--- src/rtl/metadata_check.sv ---
// rtl/metadata_check.sv - two-beat metadata set receiver with sequence, fixed-field and padding checks
module metadata_check #(
  parameter int CHECK_PAD = 1
) (
  input  logic         clk,
  input  logic         resetn,
  input  logic [511:0] MD_FIXED,
  input  logic         clear_err,
  input  logic [511:0] AXIS_MD_TDATA,
  input  logic         AXIS_MD_TVALID,
  output logic         AXIS_MD_TREADY,
  output logic         md_valid,
  output logic [63:0]  md_seq,
  output logic [63:0]  sets_rcvd,
  output logic         err_seq,
  output logic         err_fixed,
  output logic         err_pad,
  output logic [31:0]  err_count
);

  typedef enum logic {B0, B1} state_t;

  state_t         state, state_nxt;
  logic           accept;
  logic           set_done;
  logic [511:0]   beat0;
  logic [63:0]    exp_seq;
  logic [1023:0]  w;
  logic [511:0]   fixed_exp;
  logic [63:0]    rx_seq;
  logic           bad_seq, bad_fixed, bad_pad, any_err;
  logic           err_seq_nxt, err_fixed_nxt, err_pad_nxt;
  logic [31:0]    cnt_base, cnt_nxt;

  assign accept = AXIS_MD_TVALID & AXIS_MD_TREADY;

  always_ff @(posedge clk) begin
    if (!resetn) state <= B0;
    else         state <= state_nxt;
  end

  always_comb begin
    state_nxt = state;
    set_done  = 1'b0;
    case (state)
      B0: if (accept) state_nxt = B1;
      B1: if (accept) begin
        state_nxt = B0;
        set_done  = 1'b1;
      end
      default: state_nxt = B0;
    endcase
  end

  // Set word is only meaningful on the beat1 acceptance cycle.
  assign w      = {AXIS_MD_TDATA, beat0};
  assign rx_seq = w[63:0];

  // The fixed field travels in ascending byte order, so MD_FIXED's MSB byte lands lowest.
  always_comb begin
    fixed_exp = '0;
    for (int i = 0; i < 64; i++)
      fixed_exp[8*i +: 8] = MD_FIXED[511-8*i -: 8];
  end

  assign bad_seq   = (rx_seq != exp_seq);
  assign bad_fixed = (w[575:64] != fixed_exp);
  assign bad_pad   = (CHECK_PAD != 0) && (|w[1023:576]);
  assign any_err   = bad_seq | bad_fixed | bad_pad;

  // clear_err is applied before the current set's errors so they survive a coincident clear.
  always_comb begin
    err_seq_nxt   = clear_err ? 1'b0 : err_seq;
    err_fixed_nxt = clear_err ? 1'b0 : err_fixed;
    err_pad_nxt   = clear_err ? 1'b0 : err_pad;
    cnt_base      = clear_err ? 32'd0 : err_count;
    cnt_nxt       = cnt_base;
    if (set_done) begin
      err_seq_nxt   = err_seq_nxt   | bad_seq;
      err_fixed_nxt = err_fixed_nxt | bad_fixed;
      err_pad_nxt   = err_pad_nxt   | bad_pad;
      if (any_err && (cnt_base != 32'hFFFF_FFFF))
        cnt_nxt = cnt_base + 32'd1;
    end
  end

  always_ff @(posedge clk) begin
    if (!resetn) begin
      AXIS_MD_TREADY <= 1'b0;
      md_valid       <= 1'b0;
      md_seq         <= '0;
      sets_rcvd      <= '0;
      exp_seq        <= 64'd1;
      beat0          <= '0;
      err_seq        <= 1'b0;
      err_fixed      <= 1'b0;
      err_pad        <= 1'b0;
      err_count      <= '0;
    end else begin
      AXIS_MD_TREADY <= 1'b1;
      md_valid       <= set_done;
      err_seq        <= err_seq_nxt;
      err_fixed      <= err_fixed_nxt;
      err_pad        <= err_pad_nxt;
      err_count      <= cnt_nxt;
      if (state == B0 && accept)
        beat0 <= AXIS_MD_TDATA;
      if (set_done) begin
        md_seq    <= rx_seq;
        sets_rcvd <= sets_rcvd + 64'd1;
        exp_seq   <= rx_seq + 64'd1;
      end
    end
  end

endmodule

--- config.mk ---
export PLATFORM = sky130hd
export DESIGN_NAME = metadata_check
export DESIGN_NICKNAME = d
export VERILOG_FILES = /design/src/rtl/metadata_check.sv
export SDC_FILE = /design/constraint.sdc
export NUM_CORES = 2
export LEC_CHECK = 0
export BUFFER_PORTS_ARGS = -buffer_cell sky130_fd_sc_hd__buf_2
export CAP_MARGIN = 20
export CORE_AREA = 2 2 467 469
export CTS_BUF_LIST = sky130_fd_sc_hd__clkbuf_8
export DETAILED_ROUTE_END_ITERATION = 16
export DIE_AREA = 0 0 469 471
export GPL_ROUTABILITY_DRIVEN = 1
export GPL_TIMING_DRIVEN = 0
export HOLD_SLACK_MARGIN = 0.05
export PLACE_DENSITY = 0.36
export SYNTH_ARGS = -nofsm -noshare
export SYNTH_HDL_FRONTEND = slang
export SYNTH_SLANG_ARGS = --single-unit
--- constraint.sdc ---
create_clock -name clk -period 4.77 [get_ports clk]
set_input_delay 0.477 -clock clk [delete_from_list [all_inputs] [get_ports clk]]
set_output_delay 0.477 -clock clk [all_outputs]
set_load 0.1 [all_outputs]
# Word level (Yosys, flattened, before mapping)

Index checks and enable logic that the tools add are counted.

Register bits: 742
Output and inout port bits: 165

$add $sub $neg: 3
Reduce and logical (&&, ||, !) cells: 3
Equality and inequality tests: 3
Bitwise gates (word level): 7
Multiplexer cells: 14

Operators with widths:

| kind                                          | count |
|---|---|
| != test 512 bit                               | 1 |
| OR reduction 448 bit                          | 1 |
| adder 64 x 1 -> 64 bit, second input constant | 2 |
| 2-to-1 mux 32 bit                             | 3 |
| != test 64 bit                                | 1 |
| adder 32 x 1 -> 32 bit, second input constant | 1 |
| != test 32 bit, second input constant         | 1 |
| 2-to-1 mux 1 bit                              | 10 |
| bitwise OR 1 bit                              | 5 |
| logical AND 1 bit                             | 2 |
| one-hot mux 1 bit (2 select lines)            | 1 |
| bitwise AND 1 bit                             | 1 |
| NOT 1 bit                                     | 1 |

# Depth between registers and ports, before layout

Depth after elaboration: 6
Depth in mapped cells: 13

# Worst setup path after synthesis

No wires, ideal clock.

Kind: register -> register
From: reg AXIS_MD_TREADY
To: reg sets_rcvd[59]
Slack: 1.361 ns
Stages on the path, launching flop included: 11
Clock period less this slack: 3.409 ns
Data required time: 4.700 ns
Buffers on the path: 1
Arrival time: 3.338 ns
Cells stage by stage: dfxtp_1 and2_1 ha_1 nand4_1 nor3_1 nand4_1 nor2_1 nand4_1 clkbuf_1 or3_1 a21oi_1

Longest elaborated chain between the ends: 3

RTL lines:

| element                | line | text |
|---|---|---|
| start, declared        | 11   | `output logic AXIS_MD_TREADY,` |
| start signal, assigned | 89   | `AXIS_MD_TREADY <= 1'b0;` |
| start signal, assigned | 100  | `AXIS_MD_TREADY <= 1'b1;` |
| bitwise AND 1 bit      | 35   | `assign accept = AXIS_MD_TVALID & AXIS_MD_TREADY;` |
| 2-to-1 mux 1 bit       | 47   | `B1: if (accept) begin` |
| 2-to-1 mux 1 bit       | 45   | `case (state)` |
| via set_done           | 25   | `logic set_done;` |
| end signal, assigned   | 110  | `sets_rcvd <= sets_rcvd + 64'd1;` |
| end, declared          | 14   | `output logic [63:0] sets_rcvd,` |

The timed path passes the listed nets, and every way through them passes these cells.
A chain may end at the register's enable or synchronous reset.

# Worst setup path after layout

From: reg beat0[295]
To: reg err_count[1]

Longest elaborated chain between the ends: 6

RTL lines:

| element                       | line | text |
|---|---|---|
| start, declared               | 26   | `logic [511:0] beat0;` |
| start signal, assigned        | 94   | `beat0 <= '0;` |
| start signal, assigned        | 107  | `beat0 <= AXIS_MD_TDATA;` |
| != test 512 bit               | 67   | `assign bad_fixed = (w[575:64] != fixed_exp);` |
| bitwise OR 1 bit (2 in a row) | 69   | `assign any_err = bad_seq \| bad_fixed \| bad_pad;` |
| logical AND 1 bit             | 82   | `if (any_err && (cnt_base != 32'hFFFF_FFFF))` |
| 2-to-1 mux 32 bit             | 82   |  |
| 2-to-1 mux 32 bit             | 78   | `if (set_done) begin` |
| end signal, assigned          | 105  | `err_count <= cnt_nxt;` |
| end, declared                 | 18   | `output logic [31:0] err_count` |

Every way passes these cells.

==> impl_metrics.prom <==
# TYPE chip_impl_metric gauge
chip_impl_metric{name="cp_data_required_time",unit="ps"} 5580
chip_impl_info{name="setup.worst_path.end_class",value="flip-flop"} 1
chip_impl_info{name="synth_area_leader_cell",value="dfxtp_1"} 1
chip_impl_metric{name="cts_made_buffers",unit=""} 154
chip_impl_metric{name="hold_slack",unit="ps"} 262
chip_impl_metric{name="crit_path_max_incr_delay",unit="ps"} 1050
chip_impl_metric{name="dr_total_vias",unit=""} 37900
chip_impl_metric{name="synth.yosys.seq_area_share",unit="%"} 42.0
chip_impl_metric{name="synthesis.area_per_instance",unit="um2"} 9.39
chip_impl_metric{name="asyncSetResetFlopFracSynth",unit="%"} 0
chip_impl_metric{name="worstPathMaxFanout",unit=""} 10
chip_impl_metric{name="ant_nets",unit=""} 0
chip_impl_metric{name="worstPathArrival",unit="ps"} 5600
chip_impl_metric{name="clk-insertion-delay-late",unit="ps"} 940
chip_impl_metric{name="drt_first_pass_iters",unit=""} 7
chip_impl_metric{name="numPlacedInstances",unit=""} 7882
chip_impl_metric{name="design.portCount",unit=""} 1193
chip_impl_metric{name="max_freq",unit="MHz"} 209
chip_impl_metric{name="routedWlPerCell",unit="um"} 34.8
chip_impl_metric{name="finalCritPeriodShare",unit="%"} 100
chip_impl_metric{name="hold_viol",unit=""} 0
chip_impl_metric{name="tritoncts_num_sinks",unit=""} 742
chip_impl_metric{name="post_drt_via_cell_ratio",unit=""} 4.32
chip_impl_metric{name="multiInputGateArea",unit="mm2"} 0.0198
chip_impl_metric{name="routabilityCongestion",unit=""} 0.963
chip_impl_metric{name="die_y",unit="um"} 471
chip_impl_metric{name="synth-warning-count",unit=""} 0
chip_impl_metric{name="maxSlewHeadroom",unit="%"} 10.0
chip_impl_metric{name="fraction_of_final_layout_cells_sized_beyond_drive_strength_1",unit="%"} 26.4
chip_impl_info{name="setup.worst_path.start_class",value="flip-flop"} 1
chip_impl_metric{name="synth_edf_count",unit=""} 0
chip_impl_metric{name="grt_first_pass_wirelength",unit="um"} 379000
chip_impl_metric{name="maxCapViolations",unit=""} 0
chip_impl_metric{name="synth_nets",unit=""} 4803
chip_impl_metric{name="place_hpwl",unit="um"} 268000
chip_impl_metric{name="fillerInstances",unit=""} 23900
chip_impl_metric{name="cts_max_level",unit=""} 4
chip_impl_info{name="critPathMostFrequentCell",value="nor4_1"} 1
chip_impl_metric{name="post_layout_nonfiller_instances",unit=""} 8763
chip_impl_metric{name="grt.overflow.total",unit=""} 0
chip_impl_info{name="critical-path-top-delay-family",value="simple AND/OR/NAND/NOR gates"} 1
chip_impl_info{name="grt_setup_unrepaired",value="no"} 1
chip_impl_metric{name="die_area",unit="mm2"} 0.221
chip_impl_metric{name="min_period",unit="ps"} 4790
chip_impl_info{name="run_status",value="finished with violations"} 1
chip_impl_info{name="hp-start",value="clear_err"} 1
chip_impl_info{name="ys_dominant_reg_cell",value="dfxtp_1"} 1
chip_impl_metric{name="num-nets-final",unit=""} 6733
chip_impl_info{name="crit_path_top_delay_cell",value="nor4_1"} 1
chip_impl_info{name="yosys-top-cells-area",value="dfxtp_1, mux2i_1, xor2_1"} 1
chip_impl_metric{name="floorplan.core_area",unit="mm2"} 0.216
chip_impl_metric{name="groute.usage.overall",unit="%"} 26.6
chip_impl_metric{name="yosys_register_bits",unit=""} 742
chip_impl_metric{name="yosysUniqueCellTypes",unit=""} 59
chip_impl_metric{name="chipWidth",unit="um"} 469
chip_impl_info{name="final_common_cell",value="buf_2"} 1
chip_impl_metric{name="wirelength",unit="um"} 305000
chip_impl_metric{name="buffer_ports.inserted",unit=""} 1192
chip_impl_info{name="tritoncts",value="built"} 1
chip_impl_metric{name="detail_route.drc_violations",unit=""} 0
chip_impl_metric{name="regArea",unit="mm2"} 0.0149
chip_impl_metric{name="finClkSkew",unit="ps"} 78.8
chip_impl_metric{name="tightest_slew",unit="ps"} 1340
chip_impl_metric{name="utilization",unit="%"} 25.1
chip_impl_info{name="crit-reg2reg-launch",value="beat0[295]"} 1
chip_impl_metric{name="cellPowerDensity",unit="mW/mm2"} 317
chip_impl_metric{name="number_of_global_route_vias_before_repair",unit=""} 37000
chip_impl_info{name="cp_cell_sequence",value="xor2_1, nor4_1, nand4_1, nor4_1, and4_1, a31oi_1, clkbuf_1, nand2_1, mux2i_1"} 1
chip_impl_metric{name="placementRows",unit=""} 171
chip_impl_metric{name="initialDrtViolationCount",unit=""} 2462
chip_impl_info{name="clock_root_buffer",value="clkbuf_8"} 1
chip_impl_metric{name="floorplan.initialDensity",unit="%"} 16.4
chip_impl_metric{name="critPathBufInv",unit=""} 1
chip_impl_info{name="final_cell_mix",value="buf_2, dfxtp_1, nor2_1"} 1
chip_impl_metric{name="ctsLongestPathBuffers",unit=""} 3
chip_impl_metric{name="grt_start_max_net_pins",unit=""} 17
chip_impl_info{name="hp-class",value="input pin to flip-flop"} 1
chip_impl_info{name="timing_worst_setup_path_type",value="flip-flop to flip-flop"} 1
chip_impl_metric{name="leakage_power_figure",unit="nW"} 23.4
chip_impl_metric{name="postSynthCellCount",unit=""} 3770
chip_impl_info{name="setup.worst_path.start",value="beat0[295]"} 1
chip_impl_info{name="failed_checks",value="negative setup slack"} 1
chip_impl_metric{name="layout_setup_ws",unit="ps"} -19.6
chip_impl_metric{name="syn2layout_area_growth",unit="%"} 53.2
chip_impl_metric{name="timing.final.max_slew_violations",unit=""} 0
chip_impl_metric{name="vdd.ir_drop.worst",unit="mV"} 0.249
chip_impl_metric{name="path_clk_slew",unit="ps"} 60
chip_impl_metric{name="synthDominantCellAreaShare",unit="%"} 42.0
chip_impl_metric{name="setup_viol",unit=""} 2
chip_impl_metric{name="synth_area",unit="mm2"} 0.0354
chip_impl_metric{name="grt_antenna_before_repair",unit=""} 202
## report_power, final
group / total, W / internal [W] / switching (W)
Combinational: 0.00322 / 0.00121 / 0.00201
Sequential: 0.00675 / 0.00644 / 0.000304
Clock: 0.00720 / 0.00382 / 0.00338
Total: 0.0172 / 0.0115 / 0.00569
## path summary, 6_finish.rpt
path / to / slack [ps] / cells past startpoint
worst max-delay path: err_count[1] / -20 / 9
worst min-delay path: err_count[19] / 260 / 5
worst max register to register: err_count[1] / -20 / 9
worst min register to register: md_seq[0] / 460 / 2
## registers in the layout, summed over array words and instances (netlist names)
name / count
md_valid: 1
state: 1
err_seq: 1
err_fixed: 1
err_pad: 1
AXIS_MD_TREADY: 1
err_count: 32
beat0: 512
md_seq: 64
sets_rcvd: 64
exp_seq: 64
## layout make-up
class	instances	area share, %
timing repair buffer	1774	21.6
clock buffer	190	4.82
clock inverter	81	0.976
antenna	94	0.434
sequential	742	27.4
buffer	195	1.41
tap	2854	6.58
inverter	28	0.194
multi-input combinational	2805	36.6
## logic make-up (layout without fill, tap and decap cells)
logic type	Yosys count	after routing	synth area share [%]
XOR/XNOR	656	656	16.2
AO/OA/AOI/OAI	184	184	3.36
other	0	94	0
buffers and inverters	223	2268	2.45
adder cells (fa/ha/maj)	5	5	0.177
AND/OR/NAND/NOR	1356	1356	18.7
flip-flops	742	742	42.0
multiplexers	604	604	17.1
## layer usage
| metal | routed length [um] | vias to the layer above | track usage, % |
|---|---|---|---|
| li1 | - | 17200 | - |
| met1 | 112000 | 18200 | 28.6 |
| met2 | 153000 | 1826 | 47.4 |
| met3 | 20700 | 579 | 6.53 |
| met4 | 19600 | 72 | 14.5 |
| met5 | 414 | - | 0 |
## tightest hold or removal path, cell delays in order
cell,delay [ps]
buf_2,110
and3b_1,180
and3_1,200
nand3_1,70
a21oi_1,70
## Yosys cell counts (all sizes together), types with 47 or more instances
library cell / instances
dfxtp: 742
nor4: 276
nand4: 101
nand3: 67
clkbuf: 131
xor2: 611
nor2: 660
nand2: 91
o21ai: 48
a21oi: 47
buf: 64
mux2i: 599
## through the flow
step	total power (W)	setup slack, ps	cell area, um2	TNS [ps]
CTS	0.0174	94.1	54000	0
global placement	0.00966	-2220	44900	-77610
global route	0.0178	72.6	54200	0
floorplan	0.00775	1360	35400	0
finish	0.0172	-19.6	54200	-34.7
detailed placement	0.00975	-524	45700	-8860
## what timing repair did
action | in CTS | in global routing
endpoints found under the setup margin | 17 | 0
gates resized for setup | 1 | 0
buffers inserted | 0 | 0
hold buffers | 514 | 0
hold endpoints to repair | 514 | 0
No activity file was read; power rests on OpenSTA's default activity.
